**src/rtl/imem_loader.sv**
```systemverilog
// imem_loader: packs a valid/ready byte stream little-endian into 32-bit words
// and writes them to instruction memory at consecutive addresses from BASE_ADDR.
// Keeps the CPU held until a complete program (terminated by byte_last) is loaded.
module imem_loader #(
  parameter logic [31:0] BASE_ADDR   = 32'h0000_0000,
  parameter int unsigned DEPTH_WORDS = 256
) (
  input  logic        clk,
  input  logic        reset,
  input  logic        start,
  input  logic        byte_valid,
  input  logic [7:0]  byte_data,
  input  logic        byte_last,
  output logic        byte_ready,
  output logic        wr_en,
  output logic [31:0] wr_addr,
  output logic [31:0] wr_data,
  output logic        cpu_hold,
  output logic        busy,
  output logic        done,
  output logic        overflow_err,
  output logic [15:0] words_written
);

  typedef enum logic [2:0] {
    S_IDLE,
    S_RECV,
    S_WRITE,
    S_DONE,
    S_ERR
  } state_t;

  localparam logic [15:0] DEPTH_W = 16'(DEPTH_WORDS);

  state_t      state_q, state_d;
  logic [1:0]  k_q, k_d;
  logic [31:0] wr_data_q, wr_data_d;
  logic [31:0] wr_addr_q, wr_addr_d;
  logic [15:0] words_q, words_d;
  logic        last_pending_q, last_pending_d;
  logic        accept;
  logic [15:0] words_inc;

  assign accept    = (state_q == S_RECV) && byte_valid;
  assign words_inc = words_q + 16'd1;

  // State register.
  // NOTE: sequential state uses non-blocking (<=) so every flop samples pre-edge values.
  always_ff @(posedge clk or negedge reset) begin
    if (!reset) state_q <= S_IDLE;
    else        state_q <= state_d;
  end

  // Next-state logic.
  // NOTE: state_d gets a default before the case, so no path leaves it unassigned (no latch).
  always_comb begin
    state_d = state_q;
    case (state_q)
      S_IDLE, S_DONE, S_ERR: if (start) state_d = S_RECV;
      S_RECV:  if (accept && (k_q == 2'd3 || byte_last)) state_d = S_WRITE;
      S_WRITE: begin
        if (last_pending_q)          state_d = S_DONE;
        else if (words_inc == DEPTH_W) state_d = S_ERR;
        else                         state_d = S_RECV;
      end
      default: state_d = S_IDLE;
    endcase
  end

  // Outputs decoded from the registered state only.
  always_comb begin
    byte_ready   = (state_q == S_RECV);
    wr_en        = (state_q == S_WRITE);
    busy         = (state_q == S_RECV) || (state_q == S_WRITE);
    done         = (state_q == S_DONE);
    overflow_err = (state_q == S_ERR);
    cpu_hold     = (state_q != S_DONE);
  end

  assign wr_addr       = wr_addr_q;
  assign wr_data       = wr_data_q;
  assign words_written = words_q;

  // Datapath next values: byte packing, address/word count advance, load restart.
  always_comb begin
    k_d            = k_q;
    wr_data_d      = wr_data_q;
    wr_addr_d      = wr_addr_q;
    words_d        = words_q;
    last_pending_d = last_pending_q;
    case (state_q)
      S_IDLE, S_DONE, S_ERR: begin
        if (start) begin
          k_d            = 2'd0;
          wr_data_d      = 32'd0;
          wr_addr_d      = BASE_ADDR;
          words_d        = 16'd0;
          last_pending_d = 1'b0;
        end
      end
      S_RECV: begin
        if (accept) begin
          // Unfilled upper bytes stay zero because the word was cleared beforehand.
          wr_data_d[{k_q, 3'b000} +: 8] = byte_data;
          k_d            = k_q + 2'd1;
          last_pending_d = byte_last;
        end
      end
      S_WRITE: begin
        words_d   = words_inc;
        wr_addr_d = wr_addr_q + 32'd4;
        k_d       = 2'd0;
        wr_data_d = 32'd0;
      end
      default: ;
    endcase
  end

  // Datapath registers.
  always_ff @(posedge clk or negedge reset) begin
    if (!reset) begin
      k_q            <= 2'd0;
      wr_data_q      <= 32'd0;
      wr_addr_q      <= BASE_ADDR;
      words_q        <= 16'd0;
      last_pending_q <= 1'b0;
    end else begin
      k_q            <= k_d;
      wr_data_q      <= wr_data_d;
      wr_addr_q      <= wr_addr_d;
      words_q        <= words_d;
      last_pending_q <= last_pending_d;
    end
  end

endmodule

```
**config.mk**
```make
export PLATFORM = sky130hd
export DESIGN_NAME = imem_loader
export DESIGN_NICKNAME = d
export VERILOG_FILES = /design/src/rtl/imem_loader.sv
export SDC_FILE = /design/constraint.sdc
export NUM_CORES = 1
export LEC_CHECK = 0
export CORE_ASPECT_RATIO = 0.7
export CORE_MARGIN = 5
export CORE_UTILIZATION = 38
export CTS_BUF_LIST = sky130_fd_sc_hd__clkbuf_4 sky130_fd_sc_hd__clkbuf_8
export DETAILED_ROUTE_END_ITERATION = 10
export GPL_ROUTABILITY_DRIVEN = 0
export GPL_TIMING_DRIVEN = 0
export SETUP_SLACK_MARGIN = 0.5
export SYNTH_ARGS = -nofsm -noshare
export SYNTH_HDL_FRONTEND = slang
export SYNTH_SLANG_ARGS = --single-unit
```
**constraint.sdc**
```tcl
create_clock -name clk -period 2.8 [get_ports clk]
set_input_delay 0.42 -clock clk [delete_from_list [all_inputs] [get_ports clk]]
set_output_delay 0.42 -clock clk [all_outputs]
set_load 0.05 [all_outputs]
```
==> run metrics, run 1 <==
run status=complete, no violations; largest net degree at the start of global routing=44; initial core utilization=0.3906; Synth Area in XOR/XNOR=0.01334; vias post-DR=3915; VDD IR max=362.5 uV; count of antenna-violating nets left after detailed routing=0; Async SR Flop Fraction=1.000; chip width=141.5 um; Adder-Cell Fraction of Synth Area=0.02450; Final Hold Vio Count=0; num rows=33; critical path endpoint category=flop; Final Cell Area=0.006015 mm2; fillers=1123; clk_lat worst skew=370 ps; vias in the first global route=3810; Final #Nets=620; Yosys warnings=0; LEAKAGE=0.002589 uW; unrepaired setup endpoints after global routing=true; clk sinks=84; f_max=447.3 MHz; M3 GR Usage=0.03882; HPWL reported at the end of detailed placement=9.337 mm; Synth Area in Simple Gates=0.2273; Final Cycle Share=0.7984; Area Overhead vs Synth=30.84%; setup TNS=0 ps; Slew @ Worst Pin=791.4 ps; final setup violation count=0; CTS H-tree lvls=3; drt wl/cell=16.87 um; reg2reg start=k_q[0]$_DFFE_PN0P_; gr ovfl total=0; Slew Viols, Final=0; Reg-to-Reg End=wr_data[4]$_DFFE_PN0P_; post-synthesis compound-gate area fraction=0.1290; synthesized area per cell=9.459 um2; vias per cell=5.151; count of buffers from port buffering=96; Max clock buf depth=2; CP Data Required Time=3080 ps; met2 Use GR=0.2653; top cells by area, synth=dfrtp_1 (46%), mux2i_1 (8.7%), nand2_1 (5.6%); post-synthesis mux area share=0.08710; crit path max fanout=8; Setup CP Type=flop to flop; Commonest cells post-synth=dfrtp_1 (84), nand2_1 (69), mux2i_1 (40), inv_1 (39), o21ai_1 (33); share of cells above drive strength 1=0.1360; drt total wl=12.82 mm; WP data arrival=2520 ps; Cells after Synth=486; largest family of logic cells by synthesized area=simple AND/OR/NAND/NOR gates; top-count cell post-synth=dfrtp_1; sequential share of the synthesized area=0.4573; number of diodes=0; Pre-antenna DRT Iters=5; die area=0.01443 mm2; DR iter-0 viols=291; Num CTS Buffers=9; Total GRT Usage=0.1820; r2r worst-path depth=5; first-pass GRT wire length=20.73 mm; share of the synthesized area in the top cell type=0.4573; GRT met1 Usage=0.2751; Startpoint Class=flop; fin crit period=2236 ps; Worst-path clk slew=90 ps; HP Class=input pin to async pin; worst rel slew slack=0.4680; Hold WS=40.36 ps; I/O Pins=99; dominant cell type by area after synthesis=dfrtp_1; Yosys cell types=61; #FFs+latches synth=84; CTS root buf=clkbuf_8; dpl cell area=0.005783 mm2; Post-Syn Area=0.004597 mm2; PD cells=699.1 mW/mm2; Synth Flop Type=dfrtp_1; GRT busiest layer=met1; Core ar.=0.01177 mm2; Die Y=102.0 um; Setup Skew=17.24 ps; TritonCTS clock tree=yes; Remaining DRCs=0; EDFF count, synth=0; initial antenna violation count=0; max-cap viol count=0; Reg2Reg Setup Slack=560 ps
[metrics by stage]
step                setup slack (ps)  utilization  total power, uW  cells
CTS                            390.0       0.5075             4192    758
global placement               -1862       0.4893             3340    740
detailed placement            -129.2       0.4914             3369    741
finish                         564.4       0.5111             4205    760
floorplan                      514.1            -             2783    487
global route                   408.9       0.5111             4436    760
[critical path: stages, from the launching register on]
cell     delay, ps
dfrtp_1        520
inv_1          210
ha_1           400
nor4_2         740
nand2_1        110
mux2i_1        180
[per-layer routing]
metal / share of wire / vias up
li1: - / 1921
met1: 0.51 / 1889
met2: 0.43 / 94
met3: 0.045 / 11
met4: 0.0097 / 0
met5: 0 / -
[cells by family after synthesis]
kind of cell    after synthesis
simple gates                185
compound gates               98
flops                        84
buf+inv                      62
mux                          40
fa+ha+maj                     9
xor+xnor                      7
other cells                   1
[worst max path at each step]
stage | start | end | slack, ps | cells past startpoint
floorplan | words_written[0]$_DFFE_PN0P_ | state_q[0]$_DFFE_PN0P_ | 510 | 8
global placement | reset | wr_data[17]$_DFFE_PN0P_ | -1860 | 1
detailed placement | state_q[2]$_DFFE_PN0P_ | wr_en | -130 | 5
CTS | state_q[0]$_DFFE_PN0P_ | wr_en | 390 | 5
global route | k_q[0]$_DFFE_PN0P_ | wr_data[22]$_DFFE_PN0P_ | 410 | 6
finish | k_q[0]$_DFFE_PN0P_ | wr_data[4]$_DFFE_PN0P_ | 560 | 5
[cell type report]
| type | instances | area [um2] | area share |
|---|---|---|---|
| multi-input combinational | 341 | 2245 | 0.3732 |
| timing repair buffer | 100 | 991.0 | 0.1648 |
| tap | 157 | 196.4 | 0.03266 |
| buffer | 20 | 138.9 | 0.02309 |
| inverter | 42 | 160.2 | 0.02663 |
| clock buffer | 13 | 153.9 | 0.02559 |
| sequential | 84 | 2106 | 0.3501 |
| clock inverter | 3 | 23.77 | 0.003953 |
[state kept, by name, summed over array words and instances (netlist names)]
register	count
wr_addr	30
wr_data	32
state_q	3
k_q	2
last_pending_q	1
words_written	16
[placed cells by master, fill, tap and decap left out, types with 3 or more instances in the layout]
cell,netlist,layout
clkdlybuf4s50_1,0,89
dfrtp_1,84,81
nand2_1,69,69
mux2i_1,40,40
inv_1,39,39
o21ai_1,33,33
nand3_1,28,28
o21ai_0,25,25
nor2_1,24,24
buf_4,6,12
nand4_1,12,12
a31oi_1,9,9
clkbuf_8,0,9
and3_1,8,8
ha_1,9,8
a21oi_1,7,7
buf_2,7,6
buf_6,2,5
xnor2_1,5,5
and2_1,4,4
nor3_1,5,4
nor4_2,5,4
o31ai_1,4,4
clkbuf_4,0,4
nand2_2,3,3
nor2_4,3,3
clkbuf_1,4,3
clkbuf_2,0,3
dfrtp_2,0,3
[where the power goes]
| group | leakage [uW] | internal (uW) | switching, uW |
|---|---|---|---|
| combinational | 0.00134 | 630 | 1310 |
| sequential | 0.00116 | 1320 | 125 |
| clock | 0.0000875 | 365 | 456 |
[timing repair]
item,4_1_cts,5_1_grt
cloned,0,0
endpoints found under the hold margin,0,0
hold buffers,0,0
buffers inserted,1,2
gates resized for setup,24,18
pin swaps,0,1
setup endpoints to repair,6,29
No activity file was read; power rests on OpenSTA's default activity.
==> run 2, diff against run 1 <==
--- a/config.mk
+++ b/config.mk
@@ -12,6 +12,7 @@
 export DETAILED_ROUTE_END_ITERATION = 10
 export GPL_ROUTABILITY_DRIVEN = 0
 export GPL_TIMING_DRIVEN = 0
+export PLACE_DENSITY = 0.65
 export SETUP_SLACK_MARGIN = 0.5
 export SYNTH_ARGS = -nofsm -noshare
 export SYNTH_HDL_FRONTEND = slang
==> constraint.sdc (replaced) <==
create_clock -name clk -period 1.8 [get_ports clk]
set_input_delay 0.27 -clock clk [delete_from_list [all_inputs] [get_ports clk]]
set_output_delay 0.27 -clock clk [all_outputs]
set_load 0.05 [all_outputs]
==> run 2 against run 1 <==
The run now ends with setup timing left. Clock power up 83%. Sequential share of layout area down 9.0 points. Clock-buffer cell count did not move. Flip-flop and latch count unchanged. Cell count increased by 16%. Clock skew is 11 ps lower. Maximum frequency rose by 15%. Setup slack got worse by 710 ps. Worst hold slack gained 390 ps.
==> run metrics, run 2 (same netlist as run 1, synthesis figures left out) <==
clk sinks=84; Final Cycle Share=1.081; initial core utilization=0.3906; Crit path depth=7; run status=complete, but fails checks; largest net degree at the start of global routing=46; DR iter-0 viols=316; vias post-DR=4769; Setup Skew=6.017 ps; fin crit period=1946 ps; dpl cell area=0.006176 mm2; Total GRT Usage=0.2159; Worst path slowest cell=or3b_4; worst rel slew slack=0.6348; Reg-to-Reg End=wr_addr[26]$_DFFE_PN0P_; Startpoint Class=flop; most common cell after layout, fill and taps aside=buf_6; Critical Path Source=wr_addr[3]$_DFFE_PN0P_; vias per cell=5.425; vias in the first global route=4690; count of antenna-violating nets left after detailed routing=0; Final Cell Area=0.008297 mm2; CP endpoint=wr_addr[26]$_DFFE_PN0P_; f_max=513.9 MHz; Max clock buf depth=2; share of cells above drive strength 1=0.6260; Hold WS=427.6 ps; Largest register FFs=32; Slew @ Worst Pin=547.9 ps; die area=0.01443 mm2; HPWL reported at the end of detailed placement=9.473 mm; HP Class=input pin to async pin; final setup violation count=21; num rows=33; first-pass GRT wire length=24.74 mm; CTS H-tree lvls=3; gr ovfl total=0; CP bufs+invs=0; failing checks=setup timing; final core occ=0.7051; Reg2Reg Setup Slack=-150 ps; chip width=141.5 um; fillers=804; TritonCTS clock tree=yes; Remaining DRCs=0; clk_lat worst skew=360 ps; max incr delay on CP=430 ps; max-cap viol count=0; drt wl/cell=19.08 um; Setup WS post-layout=-146.0 ps; Pre-antenna DRT Iters=5; count of buffers from port buffering=96; Die Y=102.0 um; initial antenna violation count=0; Worst-path clk slew=90 ps; CP Cell Sequence=ha_4 -> and3_4 -> or3b_4 -> nor2_8 -> nand4_1 -> or3_1 -> o21ai_1; PD cells=1183 mW/mm2; CTS root buf=clkbuf_8; Setup CP Type=flop to flop; number of diodes=0; reg2reg start=wr_addr[3]$_DFFE_PN0P_; Num CTS Buffers=9; I/O Pins=99; WP data arrival=2230 ps; CP Data Required Time=2090 ps; drt total wl=16.77 mm; LEAKAGE=0.003834 uW; r2r worst-path depth=7; VDD IR max=668.5 uV; Largest delay share family, worst path=simple AND/OR/NAND/NOR gates; Final Hold Vio Count=0; crit path max fanout=3; critical path endpoint category=flop; unrepaired setup endpoints after global routing=true; most frequent cells in the layout=buf_6 (76), buf_4 (69), dfrtp_2 (44); Slew Viols, Final=0; Final #Nets=739; Core ar.=0.01177 mm2; Area Overhead vs Synth=80.48%
## run 2: timing repair
action / in CTS / in global routing
hold endpoints to repair: 39 / 0
endpoints found under the setup margin: 168 / 145
pin swaps: 49 / 29
cloned: 4 / 0
hold buffers: 1 / 0
gates resized for setup: 672 / 105
buffers inserted: 88 / 29
## run 2: power breakdown
| part | switching (uW) | total [uW] | internal, uW | leakage, uW |
|---|---|---|---|---|
| Sequential | 154 | 2210 | 2060 | 0.00109 |
| Clock | 707 | 1500 | 792 | 0.000112 |
| Combinational | 3190 | 6100 | 2910 | 0.00263 |
| Total | 4050 | 9810 | 5760 | 0.00383 |
## run 2: cell type report
type	instances	area [um2]	area share
Clock buffer	13	178.9	0.02157
Sequential cell	84	2157	0.2600
Multi-Input combinational cell	341	2988	0.3601
Buffer	20	275.3	0.03318
Timing Repair Buffer	219	2263	0.2728
Clock inverter	3	42.54	0.005127
Inverter	42	195.2	0.02353
Tap cell	157	196.4	0.02368
## run 2: layer usage
metal  wire length, um  track usage  part of all wire
met4               259      0.04499             0.015
met2              8114       0.3520              0.48
met1              7523       0.3001              0.45
met3               871      0.04677             0.052
met5                 0            0                 0
## run 2: worst min path at each step
stage                     depth (start not counted)                 endpoint                    start
after detailed placement                          1  wr_addr[12]$_DFFE_PN0P_                    reset
final                                             2  wr_addr[12]$_DFFE_PN0P_                    reset
after floorplan                                   0       k_q[0]$_DFFE_PN0P_                    reset
after global routing                              2  wr_addr[12]$_DFFE_PN0P_                    reset
after global placement                            1  wr_addr[31]$_DFFE_PN0P_  wr_addr[31]$_DFFE_PN0P_
after CTS                                         2  wr_addr[12]$_DFFE_PN0P_                    reset
## run 2: through the flow
stage	total power, uW	setup slack [ps]	cells	TNS (ps)
detailed placement	5872	-604.5	741	-20280
CTS	9202	-130.8	850	-386.7
floorplan	4930	-247.5	487	-1083
global placement	5790	-3028	740	-254650
finish	9811	-146.0	879	-1140
global route	10180	-243.8	879	-3390
==> run 3, diff against run 2 <==
--- a/config.mk
+++ b/config.mk
@@ -5,8 +5,8 @@
 export SDC_FILE = /design/constraint.sdc
 export NUM_CORES = 1
 export LEC_CHECK = 0
+export ABC_AREA = 0
 export CORE_ASPECT_RATIO = 0.7
-export CORE_MARGIN = 5
 export CORE_UTILIZATION = 38
 export CTS_BUF_LIST = sky130_fd_sc_hd__clkbuf_4 sky130_fd_sc_hd__clkbuf_8
 export DETAILED_ROUTE_END_ITERATION = 10
==> run 3 against run 2 <==
The flow still finishes with violations (setup timing). Setup slack worse by 52 ps. Die area fell by 13%. Final area down 1.4%. Clock skew up 4.0 ps. Cell count rose by 0.23%. Critical endpoint is now state_q[0]$_DFFE_PN0P_. Highest routed layer unchanged.
==> run metrics, run 3 (same netlist as run 1, synthesis figures left out) <==
run status=complete, but fails checks; failing checks=setup timing; worst rel slew slack=0.6381; critical path endpoint category=flop; Setup WS post-layout=-198.4 ps; drt total wl=16.89 mm; CP Data Required Time=2060 ps; gr ovfl total=0; Worst-path clk slew=90 ps; clk_lat worst skew=370 ps; Pre-antenna DRT Iters=5; first-pass GRT wire length=23.93 mm; HP Class=input pin to async pin; Slew @ Worst Pin=542.8 ps; CTS root buf=clkbuf_8; count of buffers from port buffering=96; TritonCTS clock tree=yes; fin crit period=1998 ps; I/O Pins=99; die area=0.01255 mm2; most frequent cells in the layout=buf_4 (82), buf_6 (61), nand2_1 (58); Largest register FFs=32; LEAKAGE=0.003792 uW; Worst path slowest cell=dfrtp_2; Total GRT Usage=0.2499; largest net degree at the start of global routing=47; initial core utilization=0.3920; WP data arrival=2260 ps; vias post-DR=4817; share of cells above drive strength 1=0.5787; Slew Viols, Final=0; Die Y=94.02 um; final setup violation count=21; Remaining DRCs=0; most common cell after layout, fill and taps aside=buf_4; Max clock buf depth=2; chip width=133.5 um; DR iter-0 viols=403; vias per cell=5.468; number of diodes=0; Final Hold Vio Count=0; num rows=33; final core occ=0.6973; Final #Nets=741; Setup Skew=9.979 ps; crit path max fanout=7; most frequent CP cell=nand4_1; VDD IR max=583.6 uV; PD cells=1182 mW/mm2; vias in the first global route=4425; Crit path depth=8; PnR Total Power=9663 uW; max incr delay on CP=430 ps; count of antenna-violating nets left after detailed routing=0; CP bufs+invs=1; Largest delay share family, worst path=simple AND/OR/NAND/NOR gates; HPWL reported at the end of detailed placement=9.028 mm; Core ar.=0.01173 mm2; Setup CP Type=flop to flop; Startpoint Class=flop; drt wl/cell=19.17 um; max-cap viol count=0; CTS H-tree lvls=3; CP Cell Sequence=ha_4 -> nand2_1 -> nor3_4 -> buf_4 -> nand4_1 -> a22oi_2 -> nand4_1 -> a211o_1; Area Overhead vs Synth=77.87%; unrepaired setup endpoints after global routing=true; Num CTS Buffers=9; Final Cycle Share=1.110; initial antenna violation count=0; clk sinks=84; f_max=500.4 MHz; r2r worst-path depth=8
## run 3: changes by cell type in the layout (fill, tap and decap cells not counted), sizes merged
cell / previous run / this run
clkinv: 2 / 4
clkbuf: 31 / 30
clkinvlp: 1 / 2
## run 3: stage by stage
stage / hold slack, ps / std cells / setup slack (ps) / TNS [ps] / instance area, um2
6_report: 421.3 / 881 / -198.4 / -1133 / 8177
5_1_grt: 447.0 / 881 / -236.6 / -3476 / 8177
4_1_cts: 423.1 / 842 / -134.1 / -469.9 / 7525
3_5_place_dp: 287.7 / 741 / -599.0 / -20500 / 6176
3_3_place_gp: 469.3 / 740 / -3057 / -256310 / 6151
2_1_floorplan: -25.59 / 487 / -247.5 / -1083 / 4994
## run 3: what timing repair did
action	in CTS	in global routing
gates resized for setup	641	95
hold endpoints to repair	38	0
cloned	4	0
hold buffers	1	0
setup endpoints to repair	168	143
buffers inserted	80	39
pin swaps	40	38
## run 3: final cells by class
cell class                      instances  area, um2
Sequential cell                        84       2157
Tap cell                              157      196.4
Clock buffer                           10      137.6
Fill cell                             819       3550
Multi-Input combinational cell        341       2861
Buffer                                 20      279.0
Timing Repair Buffer                  221       2288
Clock inverter                          6      63.81
Inverter                               42      192.7
## run 3: routing by layer
metal	vias to the layer above	GRT usage	wire (um)	share of wire
met3	41	0.05232	828	0.049
met2	185	0.3880	8053	0.48
met4	0	0.07576	376	0.022
li1	2170	-	-	-
met1	2421	0.3490	7629	0.45
met5	-	0	0	0
## run 3: path summary, 6_finish.rpt
check                                        startpoint                      endpoint  slack [ps]
setup / recovery           words_written[0]$_DFFE_PN0P_        state_q[0]$_DFFE_PN0P_        -200
hold / removal                                    reset       wr_addr[12]$_DFFE_PN0P_         420
setup reg to reg           words_written[0]$_DFFE_PN0P_        state_q[0]$_DFFE_PN0P_        -200
hold reg to reg                 wr_addr[31]$_DFFE_PN0P_       wr_addr[31]$_DFFE_PN0P_         480
max in group asynchronous                         reset  words_written[3]$_DFFE_PN0P_         740
min in group clk                wr_addr[31]$_DFFE_PN0P_       wr_addr[31]$_DFFE_PN0P_         480
## run 3: power breakdown
part           switching [uW]  internal, uW
combinational            3160          2870
sequential                163          2060
clock                     733           676
total                    4060          5610
